--- src/rtl/row_track.sv ---
// row_track: per-bank open-row tracker with combinational page-hit compare.
// Define ROW_TRACK_TIMEOUT_EN to add idle auto-precharge requests.
module row_track #(
  parameter int ROWW     = 11,
  parameter int BANKB    = 2,
  parameter int IDLE_MAX = 255
) (
  input  logic                  clk,
  input  logic                  resl,
  input  logic [ROWW-1:0]       a,
  input  logic [BANKB-1:0]      bank,
  input  logic                  newrow,
  input  logic                  access,
  input  logic                  close,
  input  logic                  closeall,
  output logic                  match,
  output logic [(1<<BANKB)-1:0] openmask,
  output logic                  preq,
  output logic [BANKB-1:0]      pbank,
  input  logic                  pack
);

  localparam int NB = 1 << BANKB;
  localparam logic [15:0] IMAX = 16'(IDLE_MAX);

  typedef enum logic [1:0] {
    ST_CLOSED,
    ST_OPEN,
    ST_PEND
  } st_e;

  st_e             st_q [NB];
  st_e             st_d [NB];
  logic [ROWW-1:0] ra_q [NB];
  logic [ROWW-1:0] ra_d [NB];
  logic [NB-1:0]   sel;
  logic            hit;

  always_comb begin
    for (int n = 0; n < NB; n++) begin
      sel[n]      = (bank == BANKB'(n));
      openmask[n] = (st_q[n] != ST_CLOSED);
    end
  end

  assign hit   = (st_q[bank] != ST_CLOSED) && (ra_q[bank] == a);
  assign match = hit;

`ifdef ROW_TRACK_TIMEOUT_EN
  logic [15:0]      ctr_q [NB];
  logic [15:0]      ctr_d [NB];
  logic             preq_q, preq_d;
  logic [BANKB-1:0] pbank_q, pbank_d;
  logic [NB-1:0]    ack;
  logic [NB-1:0]    touch;

  always_comb begin
    for (int n = 0; n < NB; n++) begin
      ack[n]   = preq_q && pack && (pbank_q == BANKB'(n));
      touch[n] = sel[n] && (newrow || (access && hit));
    end
  end
`endif

  always_comb begin
    for (int n = 0; n < NB; n++) begin
      st_d[n] = st_q[n];
      ra_d[n] = ra_q[n];
      if (closeall) begin
        st_d[n] = ST_CLOSED;
      end else if (newrow && sel[n]) begin
        ra_d[n] = a;
        st_d[n] = ST_OPEN;
      end else if (close && sel[n]) begin
        st_d[n] = ST_CLOSED;
`ifdef ROW_TRACK_TIMEOUT_EN
      end else if (ack[n]) begin
        st_d[n] = ST_CLOSED;
      end else if (st_q[n] == ST_OPEN && !touch[n] &&
                   ctr_q[n] == IMAX) begin
        st_d[n] = ST_PEND;
`endif
      end
    end
  end

  always_ff @(posedge clk or negedge resl) begin
    if (!resl) begin
      for (int n = 0; n < NB; n++) begin
        st_q[n] <= ST_CLOSED;
        ra_q[n] <= '0;
      end
    end else begin
      for (int n = 0; n < NB; n++) begin
        st_q[n] <= st_d[n];
        ra_q[n] <= ra_d[n];
      end
    end
  end

`ifdef ROW_TRACK_TIMEOUT_EN
  always_comb begin
    for (int n = 0; n < NB; n++) begin
      ctr_d[n] = ctr_q[n];
      if (closeall || touch[n]) begin
        ctr_d[n] = '0;
      end else if (st_q[n] == ST_OPEN && ctr_q[n] < IMAX) begin
        ctr_d[n] = ctr_q[n] + 16'd1;
      end
    end
  end

  // Arbiter only loads while idle, so the cycle after an ack is always low.
  always_comb begin
    preq_d  = preq_q;
    pbank_d = pbank_q;
    if (closeall) begin
      preq_d = 1'b0;
    end else if (preq_q) begin
      if (pack || ((newrow || close) && bank == pbank_q)) begin
        preq_d = 1'b0;
      end
    end else begin
      for (int n = NB - 1; n >= 0; n--) begin
        if (st_q[n] == ST_PEND && !((newrow || close) && sel[n])) begin
          preq_d  = 1'b1;
          pbank_d = BANKB'(n);
        end
      end
    end
  end

  always_ff @(posedge clk or negedge resl) begin
    if (!resl) begin
      for (int n = 0; n < NB; n++) begin
        ctr_q[n] <= '0;
      end
      preq_q  <= 1'b0;
      pbank_q <= '0;
    end else begin
      for (int n = 0; n < NB; n++) begin
        ctr_q[n] <= ctr_d[n];
      end
      preq_q  <= preq_d;
      pbank_q <= pbank_d;
    end
  end

  assign preq  = preq_q;
  assign pbank = pbank_q;
`else
  logic [17:0] unused_cfg;

  assign unused_cfg = {pack, access, IMAX};
  assign preq       = 1'b0;
  assign pbank      = '0;
`endif

endmodule

--- config.mk ---
export PLATFORM = sky130hd
export DESIGN_NAME = row_track
export DESIGN_NICKNAME = d
export VERILOG_FILES = /design/src/rtl/row_track.sv
export SDC_FILE = /design/constraint.sdc
export NUM_CORES = 1
export LEC_CHECK = 0
export BUFFER_PORTS_ARGS = -buffer_cell sky130_fd_sc_hd__buf_4
export CAP_MARGIN = 20
export CORE_ASPECT_RATIO = 0.75
export CORE_MARGIN = 1
export CORE_UTILIZATION = 47
export DETAILED_ROUTE_END_ITERATION = 8
export GPL_TIMING_DRIVEN = 0
export PLACE_DENSITY = 0.67
export SYNTH_ARGS = -nofsm -noshare
export SYNTH_HDL_FRONTEND = slang
export SYNTH_SLANG_ARGS = --single-unit
--- constraint.sdc ---
create_clock -name clk -period 3 [get_ports clk]
set_input_delay 0.3 -clock clk [delete_from_list [all_inputs] [get_ports clk]]
set_output_delay 0.3 -clock clk [all_outputs]
set_load 0.05 [all_outputs]
* Word level (Yosys, flattened, before mapping)
Cells that the tools add are included.
** Storage, ports and cells
- Output and inout port bits :: 8
- Bits in latches :: 0
- Logic and storage cells :: 56
- Memories kept :: 0
- RAM bits :: 0
- Bits of input ports :: 20
- ROM bits :: 0
- Register bits after elaboration :: 52
** Operators by class
- Add/subtract/negate cells :: 0
- Order comparisons :: 1
- Mux-type cells :: 18
- Divide/modulo/power cells :: 0
- Reductions and logical operators :: 23
- Multipliers :: 0
- Equality and inequality tests :: 4
- Bitwise gates (word level) :: 2
- Shift-type cells :: 0
** Operators by type and width (count)
- $mux W2 :: 14
- $bmux W11 S2 :: 1
- $mux W11 :: 2
- $reduce_bool A3 Y1 :: 4
- $eq A11 B11 Y1 :: 1
- $reduce_bool A2 Y1 :: 5
- $logic_and A1 B1 Y1 :: 9
- $reduce_and A2 Y1 :: 4
- $bmux W2 S2 :: 1
- $eq A2 B2 Y1 const B :: 2
- $ge A3 B3 Y1 const B :: 1
- $not A2 Y3 :: 1
- $eq A2 B1 Y1 const B :: 1
- $logic_not A2 Y1 :: 1
- $not A1 Y1 :: 1

* Logic depth before layout (Yosys ltp)
- Depth after elaboration :: 6
- Mapped depth :: 7
- Depth with buffers taken out :: 5

* Least setup slack after synthesis
OpenSTA, ideal clock, no wires.
- Path kind :: in2out
- From :: input bank[0]
- To :: output match
- Path slack :: 0.485 ns
- Cell stages on the path :: 5
- Arrival :: 2.215 ns
- Data required time :: 2.700 ns
- Buffers on the path :: 1
- Cells stage by stage :: buf_6 -> mux4_1 -> xnor2_1 -> nand4_1 -> nor4_2
** Between the ends
- Cells in the longest elaborated chain, start to end :: 6
- Elaborated cells between the ends (all ways) :: 10
- Those cells by class :: eq/ne: 1; mux: 6; bitwise: 1; reduce/logical: 2
** Ends and longest elaborated chain
- start: declaration :: RTL line 11 : input logic [BANKB-1:0] bank,
- $not A2 Y3 (implied by the code) (*) :: RTL line 46 : assign hit = (st_q[bank] != ST_CLOSED) && (ra_q[bank] == a);
- $bmux W11 S2 / $bmux W2 S2 (equally long branches) :: RTL line 46
- $mux W11 (implied by the code) / $mux W2 (equally long branches) (2 in series) :: RTL line 46
- $eq A11 B11 Y1 / $reduce_bool A2 Y1 (equally long branches) :: RTL line 46
- $logic_and A1 B1 Y1 (*) :: RTL line 46
- end: declaration :: RTL line 16 : output logic match,
Mark *: on every way between the ends. The rest lies on a longest branch, timed or not. The select of a mux whose other input is x is not followed.

* Worst setup path after layout
- From :: register ra_q[11] (netlist bit)
- To :: output match
** Between the ends
- Cells in the longest elaborated chain, start to end :: 5
** Ends and longest elaborated chain
- start: declaration :: RTL line 34 : logic [ROWW-1:0] ra_q [NB];
- start signal: indexed assignment :: RTL line 96 : ra_q[n] <= ra_d[n];
- $bmux W11 S2 :: RTL line 46
- $mux W11 (implied by the code) (2 in series) :: RTL line 46
- $eq A11 B11 Y1 :: RTL line 46
- $logic_and A1 B1 Y1 :: RTL line 46
No other way between the ends. The select of a mux whose other input is x is not followed.

==> impl_summary.md <==
Synthesis
The cell count after synthesis is between 150 and 200. The portion of the post-synthesis area used by sequential elements is 50.79%. The count of distinct cell types in the synthesized netlist is 29. The Yosys warning count is 0.

The average instance area after synthesis is 13.99 um2. The synthesized area is 2365 um2. Counting flops and latches in the post-synthesis netlist gives 48.

Timing
For the final routed database, the setup TNS stands at 0 ps. Based on the critical path, the design can be clocked at up to ~420 MHz. The final critical-path setup slack is 613.6 ps. For the final database, setup skew stands at 0 ps.

The number of setup violations in the final report is 0. Setup repair after global routing left no endpoint under its margin. The worst path uses between 70 and 80% of the clock period. The tightest slew margin relative to the limit is 60.89%. The final max-slew violation count came to 0. The time the final worst path needs with I/O delays and setup is 2386 ps. The slew at the pin closest to its max-slew limit is 586.7 ps.

The number of hold violations in the final report is 0.

Final layout
The net count reported at finish is about 220. The fraction of layout cells with a size suffix above 1 is 44.00%. The non-filler instance count after layout is 257. From synthesis to final layout, the design area changed by 13.70%. The final instance area is ~2700 um2.

The diode insertion count for antenna repair is 0. The top cell types in the final layout, fill and taps aside, are sky130_fd_sc_hd__dfrtp_1, sky130_fd_sc_hd__mux2_2, sky130_fd_sc_hd__buf_4. The library cell used most frequently in the layout, excluding fill and tap cells, is sky130_fd_sc_hd__dfrtp_1.

Global route
The first global-routing pass estimated 7.569 mm of wire. The pin count of the biggest net entering global routing is 49. For this run, the total global-route usage over all layers was measured as 19.02%. After global routing the overflow that remains totals 0.

The initial antenna violation count is 0. For this run, global-route usage on met2 was measured as 29.92%. The busiest layer in global routing is met2. In the global route stage, met1 resource usage came out at 27.05%. The via count of the first global-routing pass was 1,471. Global routing consumed, on the met3 layer, 4.587% of the routing resources.

Run
The max-cap violation count is 0.

Clocking
Clock tree synthesis selected as its root buffer the cell sky130_fd_sc_hd__clkbuf_8. The clock insertion delay at the later pin of the skew report is approximately 290 ps. Post-CTS repair changed the size of 0 cells. The longest clock path from root to sink contains 2 buffers. The count of hold-fix buffers inserted at cts is 0.

The total number of H-tree levels is 2. The number of buffers created by CTS is 5. Once the clock tree was built, the setup fixing pass inserted 0 buffers. The CTS tree is done. The post-CTS clock slew at the launch and capture registers of the worst setup and hold paths is 90 ps. The TritonCTS sink count is 48.

Detailed routing
The detail route stage leaves a number of antenna-violating nets equal to 0. Across all layers, the routed design uses 1,401 vias. The initial DRC count is 63. The detailed-router iteration count before antenna repair is 6. The count of unresolved DRC violations after routing is 5.

The average vias per placed instance is 5.451. The routed wire length is 4.486 mm. The per-cell routed wire length is 17.46 um.

Power and ir drop
The power after layout is approximately 1.6 mW. Dividing total power by cell area gives a power density of approximately 590 nW/um2. The leakage power is 1.182 nW. VDD sags by at most 0.0003296 V.

Critical path
The gate family responsible for the most delay along the worst path is multiplexers. The sum of buffers and inverters on the critical path is 1. Along the worst path, the maximum fanout reaches 2. The critical path is of the reg -> out type. The kind of start point of the critical path is a flip-flop. STA classifies the critical path endpoint as an output port. The worst register-to-register path has a setup slack of 2220 ps. The data arrival time of the critical path is 2090 ps. STA puts the critical path data required time at 2700 ps. The worst-path cell with the longest stage delay is sky130_fd_sc_hd__mux4_1. In this design, the stage delay of the slowest critical-path cell is 500 ps.

The critical path goes through mux4_1, xnor2_1, nand4_1, nor4_2, buf_4.

Die
The width of the chip is 83.91 um. The core outline area is 4651 um2. The floorplan step defined a die boundary enclosing about 5300 um2. The die is 63.43 um tall. The number of placement rows is 21. Once the floorplan was initialized, standard cells occupied 50.85% of the core. 28 I/O pins were placed.

Status
The final reports fail on DRC. The flow ran to the end, but the final reports show violations.

Placed design
Buffers placed on the I/O ports in this run total 21. The half-perimeter wire length after placement is 3.226 mm. At the end of routability-driven placement, the weighted congestion stood at roughly 0.75.

At the placement stage, the worst setup path has a slack of approximately 750 ps. The placed instances occupy a cell area of approximately 2600 um2. The cell count after placement is 249.

Worst hold path
In this run the worst hold path is classified as in -> async.
state kept, by name (all words and copies together), names as in the netlist:
name and flops:
st_q 4, ra_q 44
worst reg2reg max path: cells and delay by family, from the launching register on:
family | cells | cell delay (ps)
compound gates | 1 | 190
flops | 1 | 430
simple gates | 1 | 60
per-stage QoR:
stage	hold slack (ps)	util, %
2_1_floorplan	4.409	-
3_3_place_gp	337.1	55.93
3_5_place_dp	352.0	55.93
4_1_cts	30.20	57.82
5_1_grt	54.08	57.82
6_report	13.13	57.82
layout make-up:
| type | instances | area, um2 |
|---|---|---|
| Fill cell | 379 | 1962 |
| Multi-Input combinational cell | 111 | 1082 |
| Sequential cell | 48 | 1201 |
| Tap cell | 57 | 71.32 |
| Clock inverter | 3 | 18.77 |
| Clock buffer | 5 | 68.82 |
| Timing Repair Buffer | 21 | 157.7 |
| Buffer | 12 | 88.84 |
worst paths after layout:
check,start,endpoint,depth (start not counted)
min in group clk,closeall,st_q[2]$_DFFE_PN0P_,2
worst min register to register,ra_q[27]$_DFFE_PN0P_,ra_q[27]$_DFFE_PN0P_,1
worst max register to register,st_q[2]$_DFFE_PN0P_,st_q[2]$_DFFE_PN0P_,2
max in group asynchronous,resl,ra_q[23]$_DFFE_PN0P_,1
worst max-delay path,ra_q[11]$_DFFE_PN0P_,match,5
worst min-delay path,resl,ra_q[17]$_DFFE_PN0P_,1
power breakdown:
group	switching, mW	internal (mW)
logic	0.157	0.214
registers	0.0648	0.779
clock network	0.206	0.163
total	0.428	1.16
layer usage:
layer,vias to the layer above,part of all wire [%]
met5,-,0
met4,0,0.80
met3,4,4.5
met2,32,48
met1,688,47
li1,677,-
synth_stat cells, drive strengths merged:
cell type / instances / area, um2
xnor2: 10 / 87.58
xor2: 1 / 8.760
buf: 12 / 88.83
nand3: 1 / 5.000
nor3: 1 / 5.000
mux4: 7 / 176.4
o2bb2ai: 1 / 8.760
o21ai: 1 / 5.000
nor2: 8 / 30.03
nand4b: 1 / 8.760
a21oi: 4 / 20.02
nand4: 2 / 12.51
conb: 1 / 3.750
a22oi: 3 / 22.52
nand2b: 2 / 12.51
dfrtp: 48 / 1201
mux2i: 9 / 90.09
a32oi: 1 / 8.760
nand2: 4 / 15.01
mux2: 44 / 495.5
nor4: 2 / 18.77
nor2b: 4 / 25.02
o221ai: 1 / 8.760
a31oi: 1 / 6.260
cell families after synthesis:
| group | count (synthesis) | share of synthesized area, % |
|---|---|---|
| multiplexers | 60 | 32.22 |
| flip-flops | 48 | 50.79 |
| AND/OR/NAND/NOR | 25 | 5.608 |
| AO/OA/AOI/OAI | 12 | 3.386 |
| buffers and inverters | 12 | 3.756 |
| XOR/XNOR | 11 | 4.074 |
| other | 1 | 0.1586 |
Power figures use the tool's default switching activity.
